### config.mk
export PLATFORM = sky130hd
export DESIGN_NAME = ahb_output_arbiter_rr
export DESIGN_NICKNAME = d
export VERILOG_FILES = /design/src/rtl/ahb_output_arbiter_rr.sv
export SDC_FILE = /design/constraint.sdc
export NUM_CORES = 1
export LEC_CHECK = 0
export CORE_MARGIN = 2
export CORE_UTILIZATION = 46
export DETAILED_ROUTE_END_ITERATION = 7
export PLACE_DENSITY = 0.76
export SYNTH_ARGS = -nofsm -noshare
export SYNTH_HDL_FRONTEND = slang
export SYNTH_SLANG_ARGS = --single-unit
### constraint.sdc
create_clock -name HCLK -period 2.7 [get_ports HCLK]
set_input_delay 0.54 -clock HCLK [delete_from_list [all_inputs] [get_ports HCLK]]
set_output_delay 0.54 -clock HCLK [all_outputs]
set_load 0.01 [all_outputs]
### src/rtl/ahb_output_arbiter_rr.sv
// Round-robin owner select for one bus-matrix output stage.
// Holds ownership across fixed bursts, BUSY beats and locked sequences.
module ahb_output_arbiter_rr #(
  parameter int NUM_PORTS = 4
) (
  input  logic       HCLK,
  input  logic       HRESET,
  input  logic [3:0] req_port,
  input  logic       HREADYM,
  input  logic       HSELM,
  input  logic [1:0] HTRANSM,
  input  logic [2:0] HBURSTM,
  input  logic       HMASTLOCKM,
  output logic [1:0] addr_in_port,
  output logic       no_port,
  output logic       burst_hold
);

  typedef enum logic [1:0] {
    T_IDLE   = 2'b00,
    T_BUSY   = 2'b01,
    T_NONSEQ = 2'b10,
    T_SEQ    = 2'b11
  } htrans_e;

  localparam logic [1:0] LP_LAST_RST = 2'(NUM_PORTS - 1);

  logic [1:0] r_addr;
  logic       r_nop;
  logic       r_bhold;
  logic [1:0] r_last;
  logic [3:0] r_beats;

  logic       w_sel;
  logic       w_busy;
  logic       w_hold;
  logic [3:0] w_beats_nxt;
  logic       w_found;
  logic [1:0] w_pick;
  logic [1:0] w_idx;

  assign w_sel  = HSELM & HTRANSM[1];
  assign w_busy = HSELM & (HTRANSM == T_BUSY);

  always_comb begin
    w_beats_nxt = '0;
    if (w_sel && HTRANSM == T_NONSEQ) begin
      unique case (HBURSTM)
        3'b010, 3'b011: w_beats_nxt = 4'd3;
        3'b100, 3'b101: w_beats_nxt = 4'd7;
        3'b110, 3'b111: w_beats_nxt = 4'd15;
        default:        w_beats_nxt = 4'd0;
      endcase
    end else if (w_sel) begin
      w_beats_nxt = (r_beats != '0) ? r_beats - 4'd1 : '0;
    end else if (w_busy) begin
      w_beats_nxt = r_beats;
    end
  end

  assign w_hold = HMASTLOCKM | (w_beats_nxt != '0) | w_busy;

  // Scan starts after the last owner, so the owner itself comes last.
  always_comb begin
    w_found = 1'b0;
    w_pick  = r_last;
    w_idx   = '0;
    for (int k = 1; k <= NUM_PORTS; k++) begin
      w_idx = 2'((int'(r_last) + k) % NUM_PORTS);
      if (!w_found && req_port[w_idx]) begin
        w_found = 1'b1;
        w_pick  = w_idx;
      end
    end
  end

  always_ff @(posedge HCLK) begin
    if (HRESET) begin
      r_addr  <= '0;
      r_nop   <= 1'b1;
      r_bhold <= 1'b0;
      r_last  <= LP_LAST_RST;
      r_beats <= '0;
    end else if (HREADYM) begin
      r_beats <= w_beats_nxt;
      r_bhold <= (w_beats_nxt != '0);
      if (!w_hold) begin
        if (w_found) begin
          r_addr <= w_pick;
          r_last <= w_pick;
          r_nop  <= 1'b0;
        end else begin
          r_nop  <= 1'b1;
        end
      end
    end
  end

  assign addr_in_port = r_addr;
  assign no_port      = r_nop;
  assign burst_hold   = r_bhold;

endmodule

Word-level counts from Yosys, hierarchy flattened
Cells that the tools add are included.
{"block": "totals", "register_bits": 10, "latch_bits": 0, "ram_bits": 0, "rom_bits": 0, "inputBits": 14, "wordCells": 63, "memories": 0}
{"block": "classes", "n_addsub": 5, "multipliers": 0, "div_mod_pow": 0, "order_cmp": 4, "n_eq_ne": 8, "shift": 0, "muxes": 22, "bitwise_logic": 5, "n_reduce_logical": 14}
{"operator": "$mux 4", "count": 4}
{"operator": "$eq 3x3->1 const B", "count": 4}
{"operator": "$lt 2x3->1 const B", "count": 4}
{"operator": "$pmux 4 s3", "count": 1}
{"operator": "$mux 1", "count": 9}
{"operator": "$bmux 1 s2", "count": 4}
{"operator": "$mux 2", "count": 4}
{"operator": "$reduce_bool 4->1", "count": 2}
{"operator": "$eq 3x2->1 const B", "count": 2}
{"operator": "$reduce_or 2->1", "count": 3}
{"operator": "$add 2x1->2 const B", "count": 2}
{"operator": "$add 2x2->2 const B", "count": 2}
{"operator": "$logic_and 1x1->1", "count": 4}
{"operator": "$sub 4x1->4 const B", "count": 1}
{"operator": "$logic_not 1->1", "count": 3}
{"operator": "$reduce_and 3->1", "count": 1}
{"operator": "$and 1x1->1", "count": 2}
{"operator": "$eq 2x1->1 const B", "count": 1}
{"operator": "$eq 2x2->1 const B", "count": 1}
{"operator": "$or 1x1->1", "count": 2}
{"operator": "$reduce_and 2->1", "count": 1}
{"operator": "$not 1->1", "count": 1}

Depth between registers and ports, before layout
Gate-level depths: netlist of the first run.
{"block": "logic_depth", "ltp_word": 14, "mapped_depth": 7, "depth_no_buf": 5}

Least setup slack after synthesis of the first run
No wires, ideal clock.
{"block": "synth_path", "kind": "input to register", "startpoint": "input HTRANSM[1]", "endpoint": "register r_addr[1], in the netlist addr_in_port[1]", "arrival_ns": 1.783, "slack_ns": 0.796, "path_stages": 6, "path_buffers": 1, "path_cell_list": "nor2b_1 a311o_1 o21a_1 and3b_1 buf_6 mux2_4"}
{"block": "synth_between", "elab_chain_len": 10, "elab_cells_between_ends": 13, "classes_between": "eq/ne (2); mux (3); bitwise (5); reduce/logical (3)"}
{"item": "from (decl)", "line_no": "11", "source": "input logic [1:0] HTRANSM,"}
{"item": "$eq 2x1->1", "line_no": "43", "source": "assign w_busy = HSELM & (HTRANSM == T_BUSY);"}
{"item": "$and 1x1->1", "line_no": "43"}
{"item": "$mux 4", "line_no": "56", "source": "end else if (w_busy) begin"}
{"item": "$mux 4", "line_no": "54", "source": "end else if (w_sel) begin"}
{"item": "$mux 4", "line_no": "47", "source": "if (w_sel && HTRANSM == T_NONSEQ) begin"}
{"item": "$reduce_bool 4->1", "line_no": "61", "source": "assign w_hold = HMASTLOCKM | (w_beats_nxt != '0) | w_busy;"}
{"item": "$or 1x1->1", "line_no": "61"}
{"item": "$or 1x1->1 (*)", "line_no": "61"}
{"item": "$not 1->1 (no line) (*)"}
{"item": "$reduce_and 3->1 (no line) (*)"}
{"item": "to (signal assigned)", "line_no": "89", "source": "r_addr <= w_pick;"}
{"item": "to (decl)", "line_no": "28", "source": "logic [1:0] r_addr;"}
Mark *: on every way between the ends. The rest lies on a longest branch, timed or not.
A chain may end at the register's enable or synchronous reset.

Worst setup path after layout of the first run
{"block": "layout_path", "startpoint": "input HTRANSM[1]", "endpoint": "register r_nop, in the netlist no_port"}
{"block": "layout_between", "elab_chain_len": 10, "elab_cells_between_ends": 13, "classes_between": "eq/ne (2); mux (3); bitwise (5); reduce/logical (3)"}
{"item": "$eq 2x1->1", "line_no": "43"}
{"item": "$and 1x1->1", "line_no": "43"}
{"item": "$mux 4", "line_no": "56"}
{"item": "$mux 4", "line_no": "54"}
{"item": "$mux 4", "line_no": "47"}
{"item": "$reduce_bool 4->1", "line_no": "61"}
{"item": "$or 1x1->1", "line_no": "61"}
{"item": "$or 1x1->1 (*)", "line_no": "61"}
{"item": "$not 1->1 (no line) (*)"}
{"item": "$reduce_and 2->1 (no line) (*)"}
{"item": "to (signal assigned)", "line_no": "80", "source": "r_nop <= 1'b1;"}
{"item": "to (signal assigned)", "line_no": "91", "source": "r_nop <= 1'b0;"}
{"item": "to (signal assigned)", "line_no": "93", "source": "r_nop <= 1'b1;"}
{"item": "to (decl)", "line_no": "29", "source": "logic r_nop;"}
Marks and branches as above.

==> reports/qor.csv, run 1 <==
stage;metric;value;unit
timing;clock skew;1.23;ps
floorplan;Die X;42.8;um
floorplan;Die ar.;1830;sq um
clock_tree;Post-CTS Setup Bufs;0;
routing;vias per cell;5.56;
cells_and_area;commonest non-fill, non-tap cell in the layout;clkdlybuf4s50_1;
timing;Slew Viols, Final;0;
cells_and_area;final core area utilization;0.664;
synth;Mapped Cells;89;
placed_design;Placed Cells;118;
floorplan;CORE AREA;1350;sq um
power_and_ir_drop;Power Density;443;nW/um^2
timing;Slew HR;0.708;
clock_tree;clk sink count;10;
clock_tree;Clock Tree Buf Depth;2;
global_routing;largest net degree at the start of global routing;13;
critical_path;cell depth of the worst flop-to-flop path;6;
routing;Antenna Nets Post-Route;0;
critical_path;Worst Setup EP;no_port;
floorplan;Initial Util;0.513;
routing;drt wl/cell;12.5;um
timing;Worst-Margin Slew;434;ps
critical_path;r2r setup slk;800;ps
min_path;path type of the worst min-delay path;reg -> reg;
global_routing;antenna violations before repair;0;
placed_design;post-detail-place hpwl;1.12;mm
synth;yosys warns;0;
clock_tree;clock latency on the worst-skew pair;270;ps
critical_path;crit path max fanout;8;
routing;Remaining DRCs;0;
global_routing;GRT Overall Usage;0.183;
clock_tree;CTS tree;built;
cells_and_area;Finished Layout Cells;122;
global_routing;first-pass GRT wire length;2.53;mm
floorplan;Cell Rows;13;
timing;RSZ-0062 raised after global routing;false;
synth;sequential share of the synthesized area;0.289;
timing;TNS Setup;0;ps
critical_path;worst r2r dst;no_port;
synth;Synth Register Bits;10;
critical_path;Startpoint Class;input port;
critical_path;worst endpoint required time;2900;ps
cells_and_area;diode count;0;
synth;number of library cell types mapped by synthesis;32;
routing;first drt pass iteration count;4;
clock_tree;clock buffer count from CTS;3;
timing;period utilization;0.840;
placed_design;RD Place Congestion;0.846;
synth;async set-or-reset flop fraction in the synthesized netlist;0;
synth;number of flops mapped to enable cells by yosys;0;
clock_tree;htree depth;1;
clock_tree;CTS-repair resized insts;0;
routing;first-iteration detailed-routing DRC count;26;
global_routing;GRT Residual Overflow;0;
placed_design;placed cell area;860;sq um
status;outcome;completed;
cells_and_area;most frequent cells in the layout;clkdlybuf4s50_1 (16), nor2_1 (12), dfxtp_1 (10);
global_routing;vias in the first global route;564;
clock_tree;clock tree root buffer cell;clkbuf_4;
critical_path;CP endpoint kind;flop;
clock_tree;CTS Hold Bufs;0;
critical_path;FF-to-FF Start;r_beats[1];
critical_path;crit path launch;HTRANSM[1];
routing;via count;678;
timing;minimum clock period;2270;ps
cells_and_area;Nets;122;
timing;Max Fclk;0.441;GHz
timing;Hold Fails Final Rpt;0;
critical_path;Critical Path AT;2470;ps
cells_and_area;layout cells sized above 1;0.0935;
timing;final setup vio count;0;
synth;Syn Nets;103;
synth;syn_area_per_cell;7.77;sq um
synth;Synth Cell Area;692;sq um
critical_path;critical path class;in -> reg;
power_and_ir_drop;total power;0.000397;W
placed_design;number of port buffers;16;
clock_tree;clock slew at reported path FFs;70;ps
power_and_ir_drop;Lkg Pwr;0.360;nW
floorplan;DIE HEIGHT;42.8;um
job;Max Cap Violations;0;
cells_and_area;Final Cell Area;896;sq um
floorplan;IO Pins;18;
cells_and_area;Area Overhead vs Synth;29.5;%
routing;drt total wl;1.53;mm
synth;Top FF cell, synth;dfxtp_1;
power_and_ir_drop;Max IR drop VDD;0.353;mV
-- critical path, stage by stage --
cell and delay (ps):
clkdlybuf4s50_1 530, nor2b_1 200, a311o_1 350, o21a_1 200, or4b_1 500, a22oi_1 140
-- registers in the layout (all words and copies together), names as in the netlist --
signal        count
r_beats           4
addr_in_port      2
r_last            2
burst_hold        1
no_port           1
-- where the power goes --
group          switching, W  internal, W
registers        0.00000992     0.000156
clock network     0.0000579    0.0000821
logic             0.0000399    0.0000512
total              0.000108     0.000290
-- Yosys cell counts (all sizes together) (2+ instances only) --
master	count	area, sq um
nor2b	4	25.0
and2	2	12.5
nand2	8	30.0
o21ai	4	20.0
buf	2	22.5
nor3	6	30.0
and3b	4	35.0
or4b	2	23.8
dfxtp	10	200
nor2	12	45.0
clkbuf	3	11.3
nand2b	4	25.0
mux2i	3	30.0
a21oi	7	35.0
o21a	2	15.0
-- area by class of cell --
type                            instances  area [sq um]
Sequential cell                        10           200
Clock buffer                            4          36.3
Multi-Input combinational cell         73           454
Tap cell                               15          18.8
Timing Repair Buffer                   19           183
Fill cell                             111           454
Inverter                                1          3.75
-- layer usage --
layer,vias up,wire length (um),global-route usage
li1,352,-,-
met1,308,797,0.266
met2,14,628,0.245
met3,4,84,0.0809
met4,0,15,0.0375
met5,-,0,0
-- worst min path at each step --
stage / start / endpoint / slack [ps] / cells past startpoint
floorplan: r_beats[3] / r_beats[3] / 470 / 2
global placement: addr_in_port[0] / addr_in_port[0] / 450 / 2
detailed placement: addr_in_port[0] / addr_in_port[0] / 460 / 2
CTS: addr_in_port[0] / addr_in_port[0] / 470 / 2
global route: burst_hold / burst_hold / 500 / 2
finish: addr_in_port[0] / addr_in_port[0] / 460 / 2
-- per-stage QoR --
| stage | setup WS [ps] | hold slack, ps |
|---|---|---|
| floorplan | 796 | 466 |
| global placement | 192 | 446 |
| detailed placement | 154 | 458 |
| CTS | 437 | 467 |
| global route | 311 | 500 |
| finish | 433 | 462 |
-- logic make-up (layout without fill, tap and decap cells) --
family / count (synthesis) / after routing / synth area share
AND/OR/NAND/NOR: 47 / 47 / 0.376
AO/OA/AOI/OAI: 22 / 22 / 0.215
flip-flops: 10 / 10 / 0.289
buffers and inverters: 6 / 24 / 0.0542
multiplexers: 4 / 4 / 0.0651
No activity file was read; power rests on OpenSTA's default activity.
==> inputs of run 2 (changes only) <==
--- a/config.mk
+++ b/config.mk
@@ -6,9 +6,9 @@
 export NUM_CORES = 1
 export LEC_CHECK = 0
 export CORE_MARGIN = 2
-export CORE_UTILIZATION = 46
+export CORE_UTILIZATION = 42
 export DETAILED_ROUTE_END_ITERATION = 7
-export PLACE_DENSITY = 0.76
+export PLACE_DENSITY = 0.73
 export SYNTH_ARGS = -nofsm -noshare
 export SYNTH_HDL_FRONTEND = slang
 export SYNTH_SLANG_ARGS = --single-unit
==> constraint.sdc (replaced) <==
create_clock -name HCLK -period 1.9 [get_ports HCLK]
set_input_delay 0.38 -clock HCLK [delete_from_list [all_inputs] [get_ports HCLK]]
set_output_delay 0.38 -clock HCLK [all_outputs]
set_load 0.01 [all_outputs]
==> run 2 against run 1 <==
  * Final area up 8.0%
  * Total power up 43%
  * First-iteration DRC count down 27%
  * Clock power up 35%
  * Critical path type unchanged
  * Critical endpoint unchanged
  * Largest cell class unchanged
==> reports/qor.csv, run 2 (synthesized netlist as in run 1, its figures left out) <==
stage;metric;value;unit;change
routing;first drt pass iteration count;4;;unchanged
cells_and_area;most frequent cells in the layout;clkdlybuf4s50_1 (14), nor2_1 (12), buf_4 (11);;was clkdlybuf4s50_1 (16), nor2_1 (12), dfxtp_1 (10)
clock_tree;htree depth;1;;unchanged
clock_tree;clock slew at reported path FFs;60;ps;was 70 ps
routing;Antenna Nets Post-Route;0;;unchanged
global_routing;GRT Overall Usage;0.197;;was 0.183
cells_and_area;Nets;130;;was 122
cells_and_area;commonest non-fill, non-tap cell in the layout;clkdlybuf4s50_1;;unchanged
timing;period utilization;0.993;;
clock_tree;clock buffer count from CTS;3;;unchanged
routing;drt total wl;1.73;mm;was 1.53 mm
global_routing;antenna violations before repair;0;;unchanged
critical_path;crit path max fanout;8;;unchanged
cells_and_area;layout cells sized above 1;0.200;;was 0.0935
critical_path;crit path launch;HTRANSM[1];;unchanged
cells_and_area;Largest register FFs;4;;unchanged
global_routing;largest net degree at the start of global routing;9;;was 13
timing;Slew Viols, Final;0;;unchanged
critical_path;CP endpoint kind;flop;;unchanged
routing;via count;720;;was 678
power_and_ir_drop;Power Density;589;nW/um^2;was 443 nW/um^2
placed_design;post-detail-place hpwl;1.28;mm;was 1.12 mm
critical_path;worst endpoint required time;2090;ps;was 2900 ps
timing;clock skew;1.96;ps;was 1.23 ps
routing;first-iteration detailed-routing DRC count;19;;was 26
timing;final setup vio count;0;;unchanged
critical_path;cell depth of the worst flop-to-flop path;6;;unchanged
global_routing;global route hottest layer;met2;;was met1
placed_design;RD Place Congestion;0.921;;was 0.846
clock_tree;Clock Tree Buf Depth;2;;unchanged
placed_design;Placed Cells;126;;was 118
floorplan;DIE HEIGHT;44.6;um;was 42.8 um
clock_tree;clk sink count;10;;unchanged
floorplan;Die ar.;1990;sq um;was 1830 sq um
power_and_ir_drop;Lkg Pwr;0.407;nW;was 0.360 nW
global_routing;first-pass GRT wire length;2.86;mm;was 2.53 mm
timing;Slew HR;0.787;;was 0.708
cells_and_area;Area Overhead vs Synth;39.8;%;was 29.5%
critical_path;Critical Path AT;2070;ps;was 2470 ps
power_and_ir_drop;Max IR drop VDD;0.648;mV;was 0.353 mV
job;Max Cap Violations;0;;unchanged
timing;Max Fclk;0.530;GHz;
critical_path;Startpoint Class;input port;;unchanged
clock_tree;clock latency on the worst-skew pair;260;ps;was 270 ps
routing;vias per cell;5.50;;was 5.56
global_routing;GRT Residual Overflow;0;;unchanged
timing;Fin Hold WS;468;ps;was 462 ps
min_path;WHS Endpoint;addr_in_port[0];;unchanged
global_routing;GR Util met3;0.0612;;was 0.0809
routing;drt wl/cell;13.2;um;was 12.5 um
floorplan;CORE AREA;1520;sq um;was 1350 sq um
floorplan;Die X;44.6;um;was 42.8 um
min_path;path type of the worst min-delay path;reg -> reg;;unchanged
floorplan;IO Pins;18;;unchanged
status;outcome;completed;;unchanged
global_routing;M2 GR Usage;0.310;;was 0.245
critical_path;FF-to-FF Start;r_beats[0];;was r_beats[1]
cells_and_area;fillcell total;141;;was 111
floorplan;Initial Util;0.454;;was 0.513
floorplan;Cell Rows;14;;was 13
timing;minimum clock period;1890;ps;
min_path;Hold Path Stages;2;;unchanged
clock_tree;clock tree root buffer cell;clkbuf_4;;unchanged
critical_path;r2r setup slk;30;ps;was 800 ps
global_routing;met1 usage;0.265;;was 0.266
cells_and_area;diode count;0;;unchanged
clock_tree;CTS tree;built;;unchanged
cells_and_area;Biggest register;r_beats;;unchanged
routing;Remaining DRCs;0;;unchanged
timing;Hold Fails Final Rpt;0;;unchanged
global_routing;vias in the first global route;653;;was 564
cells_and_area;Finished Layout Cells;131;;was 122
placed_design;number of port buffers;16;;unchanged
cells_and_area;final core area utilization;0.635;;was 0.664
min_path;Hold Startpoint;addr_in_port[0];;unchanged
timing;Worst-Margin Slew;320;ps;was 434 ps
critical_path;worst r2r dst;no_port;;unchanged
critical_path;critical path class;in -> reg;;unchanged
[run 2: through the flow]
step	setup WS, ps	TNS, ps	power, W	cell area, sq um
floorplan	3.78	0	0.000314	692
global placement	-404	-1920	0.000379	913
finish	14.1	0	0.000570	967
CTS	26.4	0	0.000573	952
detailed placement	-465	-2340	0.000382	913
global route	-13.3	-22.7	0.000601	967
[run 2: worst max path at each step]
| stage | endpoint | cells past startpoint |
|---|---|---|
| 3_5_place_dp | no_port | 6 |
| 4_1_cts | no_port | 6 |
| 2_1_floorplan | addr_in_port[1] | 7 |
| 3_3_place_gp | no_port | 6 |
| 5_1_grt | no_port | 6 |
| 6_report | no_port | 6 |
[run 2: area by class of cell]
class | count | area [sq um] | share of cell area
tap | 16 | 20.0 | 0.0207
timing repair buffer | 27 | 240 | 0.248
clock buffer | 4 | 36.3 | 0.0375
inverter | 1 | 3.75 | 0.00388
multi-input combinational | 73 | 460 | 0.476
sequential | 10 | 206 | 0.213
[run 2: what timing repair did]
item                                    CTS  global route
endpoints found under the setup margin    5             5
pin swaps                                 1             3
gates cloned                              0             0
hold buffers                              0             0
buffers inserted                          0             1
resized for setup                         3             5
[run 2: critical path, stage by stage]
cell and delay [ps]:
dlygate4sd2_1 310, nor2b_1 180, a311o_1 350, o21a_1 220, or4b_1 500, a22oi_1 140
[run 2: report_power, final]
group,switching (W),internal (W)
clock network,0.0000722,0.000116
logic,0.0000646,0.0000816
registers,0.0000127,0.000222
[run 2: layer usage]
layer / vias up / routed length (um) / part of all wire
met2: 22 / 820 / 0.47
met3: 2 / 97 / 0.056
met4: 0 / 20 / 0.012
li1: 369 / - / -
met1: 327 / 793 / 0.46
met5: - / 0 / 0
==> inputs of run 3 (changes only) <==
--- a/config.mk
+++ b/config.mk
@@ -6,9 +6,11 @@
 export NUM_CORES = 1
 export LEC_CHECK = 0
 export CORE_MARGIN = 2
-export CORE_UTILIZATION = 42
+export CORE_UTILIZATION = 53
 export DETAILED_ROUTE_END_ITERATION = 7
-export PLACE_DENSITY = 0.73
+export DONT_BUFFER_PORTS = 1
+export PLACE_DENSITY = 0.71
+export SLEW_MARGIN = 0
 export SYNTH_ARGS = -nofsm -noshare
 export SYNTH_HDL_FRONTEND = slang
 export SYNTH_SLANG_ARGS = --single-unit
==> run 3 against run 2 <==
  * Cell count shrank 16%
  * Wire length shrank 18%
  * Via count shrank 11%
  * Largest cell class unchanged
  * Combinational power shrank 40%
  * Total power shrank 9.8%
  * Clock skew grew 4.2 ps
  * Hold slack lost 290 ps
  * Critical path depth shrank 1
==> reports/qor.csv, run 3 (synthesized netlist as in run 1, its figures left out) <==
stage;metric;value;unit;change
timing;Worst-Margin Slew;422;ps;was 320 ps
cells_and_area;Largest register FFs;4;;unchanged
cells_and_area;most frequent cells in the layout;nor2_1 (12), dfxtp_1 (9), nand2_1 (8);;was clkdlybuf4s50_1 (14), nor2_1 (12), buf_4 (11)
floorplan;Die X;40.1;um;was 44.6 um
min_path;path type of the worst min-delay path;in -> reg;;was reg -> reg
cells_and_area;diode count;0;;unchanged
power_and_ir_drop;Max IR drop VDD;0.323;mV;was 0.648 mV
critical_path;worst r2r dst;addr_in_port[1];;was no_port
timing;RSZ-0062 raised after global routing;false;;
min_path;WHS Endpoint;r_beats[2];;was addr_in_port[0]
floorplan;Initial Util;0.552;;was 0.454
critical_path;critical path class;reg -> reg;;was in -> reg
floorplan;CORE AREA;1250;sq um;was 1520 sq um
timing;Slew HR;0.716;;was 0.787
cells_and_area;fillcell total;118;;was 141
clock_tree;clk sink count;10;;unchanged
critical_path;Slowest cell on crit path;or4b_4;;was or4b_1
global_routing;largest net degree at the start of global routing;13;;was 9
clock_tree;clock slew at reported path FFs;70;ps;was 60 ps
clock_tree;clock tree root buffer cell;clkbuf_4;;unchanged
critical_path;Critical Path AT;1990;ps;was 2070 ps
clock_tree;clock latency on the worst-skew pair;260;ps;about the same
clock_tree;CTS Hold Bufs;0;;unchanged
cells_and_area;layout cells sized above 1;0.168;;was 0.200
min_path;Hold Startpoint;HRESET;;was addr_in_port[0]
global_routing;GRT Residual Overflow;0;;unchanged
power_and_ir_drop;switching power;0.000127;W;was 0.000149 W
critical_path;Startpoint Class;flop;;was input port
critical_path;crit path cell chain;or4b_4 -> a21boi_2 -> o21a_1 -> and3b_1 -> mux2_4;;was dlygate4sd2_1 -> nor2b_1 -> a311o_1 -> o21a_1 -> or4b_1 -> a22oi_1
power_and_ir_drop;power share of the combinational group;0.172;;was 0.257
clock_tree;htree depth;1;;unchanged
routing;Remaining DRCs;0;;unchanged
clock_tree;clock buffer count from CTS;3;;unchanged
floorplan;IO Pins;18;;unchanged
global_routing;GRT Overall Usage;0.203;;was 0.197
cells_and_area;commonest non-fill, non-tap cell in the layout;nor2_1;;was clkdlybuf4s50_1
status;outcome;completed;;unchanged
floorplan;DIE HEIGHT;40.1;um;was 44.6 um
cells_and_area;multi-input logic area;459;sq um;was 460 sq um
clock_tree;CTS tree;built;;unchanged
routing;drt total wl;1.42;mm;was 1.73 mm
cells_and_area;storage element area;201;sq um;was 206 sq um
cells_and_area;Biggest register;r_beats;;unchanged
power_and_ir_drop;total power;0.000514;W;was 0.000570 W
placed_design;post-detail-place hpwl;1.10;mm;was 1.28 mm
floorplan;Cell Rows;13;;was 14
global_routing;antenna violations before repair;0;;unchanged
timing;clock skew;6.17;ps;was 1.96 ps
critical_path;crit path max fanout;6;;was 8
placed_design;RD Place Congestion;0.747;;was 0.921
cells_and_area;Area Overhead vs Synth;11.6;%;was 39.8%
critical_path;worst endpoint required time;2060;ps;was 2090 ps
timing;Max Fclk;0.545;GHz;was 0.530 GHz
placed_design;number of port buffers;0;;was 16
power_and_ir_drop;Power Density;665;nW/um^2;was 589 nW/um^2
clock_tree;Clock Tree Buf Depth;2;;unchanged
global_routing;vias in the first global route;556;;was 653
routing;via count;644;;was 720
power_and_ir_drop;Lkg Pwr;0.323;nW;was 0.407 nW
job;Max Cap Violations;0;;unchanged
timing;TNS Setup;0;ps;unchanged
floorplan;Die ar.;1610;sq um;was 1990 sq um
routing;vias per cell;5.85;;was 5.50
min_path;Hold Path Stages;1;;was 2
power_and_ir_drop;Cell Int Power;0.000387;W;was 0.000420 W
cells_and_area;Nets;110;;was 130
timing;Slew Viols, Final;0;;unchanged
timing;period utilization;0.965;;was 0.993
routing;first-iteration detailed-routing DRC count;16;;was 19
global_routing;first-pass GRT wire length;2.13;mm;was 2.86 mm
critical_path;max incr delay on CP;550;ps;was 500 ps
power_and_ir_drop;Net Sw Frac;0.247;;was 0.262
timing;minimum clock period;1830;ps;was 1890 ps
timing;Hold Fails Final Rpt;0;;unchanged
routing;drt wl/cell;12.9;um;was 13.2 um
power_and_ir_drop;clock power share;0.368;;was 0.331
routing;Antenna Nets Post-Route;0;;unchanged
critical_path;CP endpoint kind;flop;;unchanged
power_and_ir_drop;Reg power frac;0.460;;was 0.412
critical_path;cell depth of the worst flop-to-flop path;5;;was 6
timing;final setup vio count;0;;unchanged
critical_path;FF-to-FF Start;r_beats[0];;unchanged
critical_path;r2r setup slk;70;ps;was 30 ps
routing;first drt pass iteration count;4;;unchanged
==> run 3: changes by cell type in the layout (fill, tap and decap cells not counted), sizes merged <==
cell           delta
buf               -4
clkdlybuf4s50    -14
dlygate4sd2       -2
==> run 3: layout make-up <==
| class | instances | area share |
|---|---|---|
| sequential | 10 | 0.261 |
| inverter | 1 | 0.00486 |
| multi-input combinational | 73 | 0.595 |
| clock buffer | 4 | 0.0470 |
| tap | 15 | 0.0243 |
| timing repair buffer | 7 | 0.0681 |
==> run 3: repair_timing <==
| action | 4_1_cts | 5_1_grt |
|---|---|---|
| buffers inserted | 0 | 1 |
| setup endpoints to repair | 0 | 5 |
| resized for setup | 0 | 2 |
==> run 3: stage by stage <==
| step | util | instances | cell area [sq um] | setup WS (ps) | hold slack (ps) |
|---|---|---|---|---|---|
| floorplan | - | 89 | 692 | 3.78 | 466 |
| global placement | 0.576 | 105 | 722 | 67.0 | 452 |
| detailed placement | 0.576 | 105 | 722 | 56.6 | 454 |
| CTS | 0.605 | 109 | 758 | 43.0 | 171 |
| global route | 0.616 | 110 | 772 | 10.9 | 170 |
| finish | 0.616 | 110 | 772 | 65.9 | 179 |
==> run 3: critical path, delay by kind of cell, from the launching register on <==
kind	cells	cell delay (ps)
AND/OR/NAND/NOR	2	770
AO/OA/AOI/OAI	2	300
flip-flops	1	360
multiplexers	1	300
==> run 3: worst max-delay path by stage <==
| stage | startpoint | end | cells after the start |
|---|---|---|---|
| after global placement | r_beats[2] | no_port | 5 |
| final | r_beats[0] | addr_in_port[1] | 5 |
| after CTS | r_beats[2] | no_port | 5 |
| after detailed placement | r_beats[0] | addr_in_port[1] | 5 |
| after floorplan | r_beats[1] | addr_in_port[1] | 7 |
| after global routing | r_beats[2] | no_port | 5 |
==> run 3: per-layer routing <==
layer | track usage | vias up | part of all wire
met3 | 0.0556 | 2 | 0.058
met4 | 0.103 | 0 | 0.0071
met5 | 0 | - | 0
li1 | - | 331 | -
met2 | 0.359 | 25 | 0.50
met1 | 0.219 | 286 | 0.44
==> run 3: power groups by stage <==
stage / clock, W / combinational, W / sequential [W]
after floorplan: 0 / 0.0000752 / 0.000239
after global placement: 0 / 0.0000839 / 0.000241
after detailed placement: 0 / 0.0000860 / 0.000241
after CTS: 0.000195 / 0.0000862 / 0.000236
after global routing: 0.000202 / 0.0000975 / 0.000239
final: 0.000189 / 0.0000882 / 0.000236
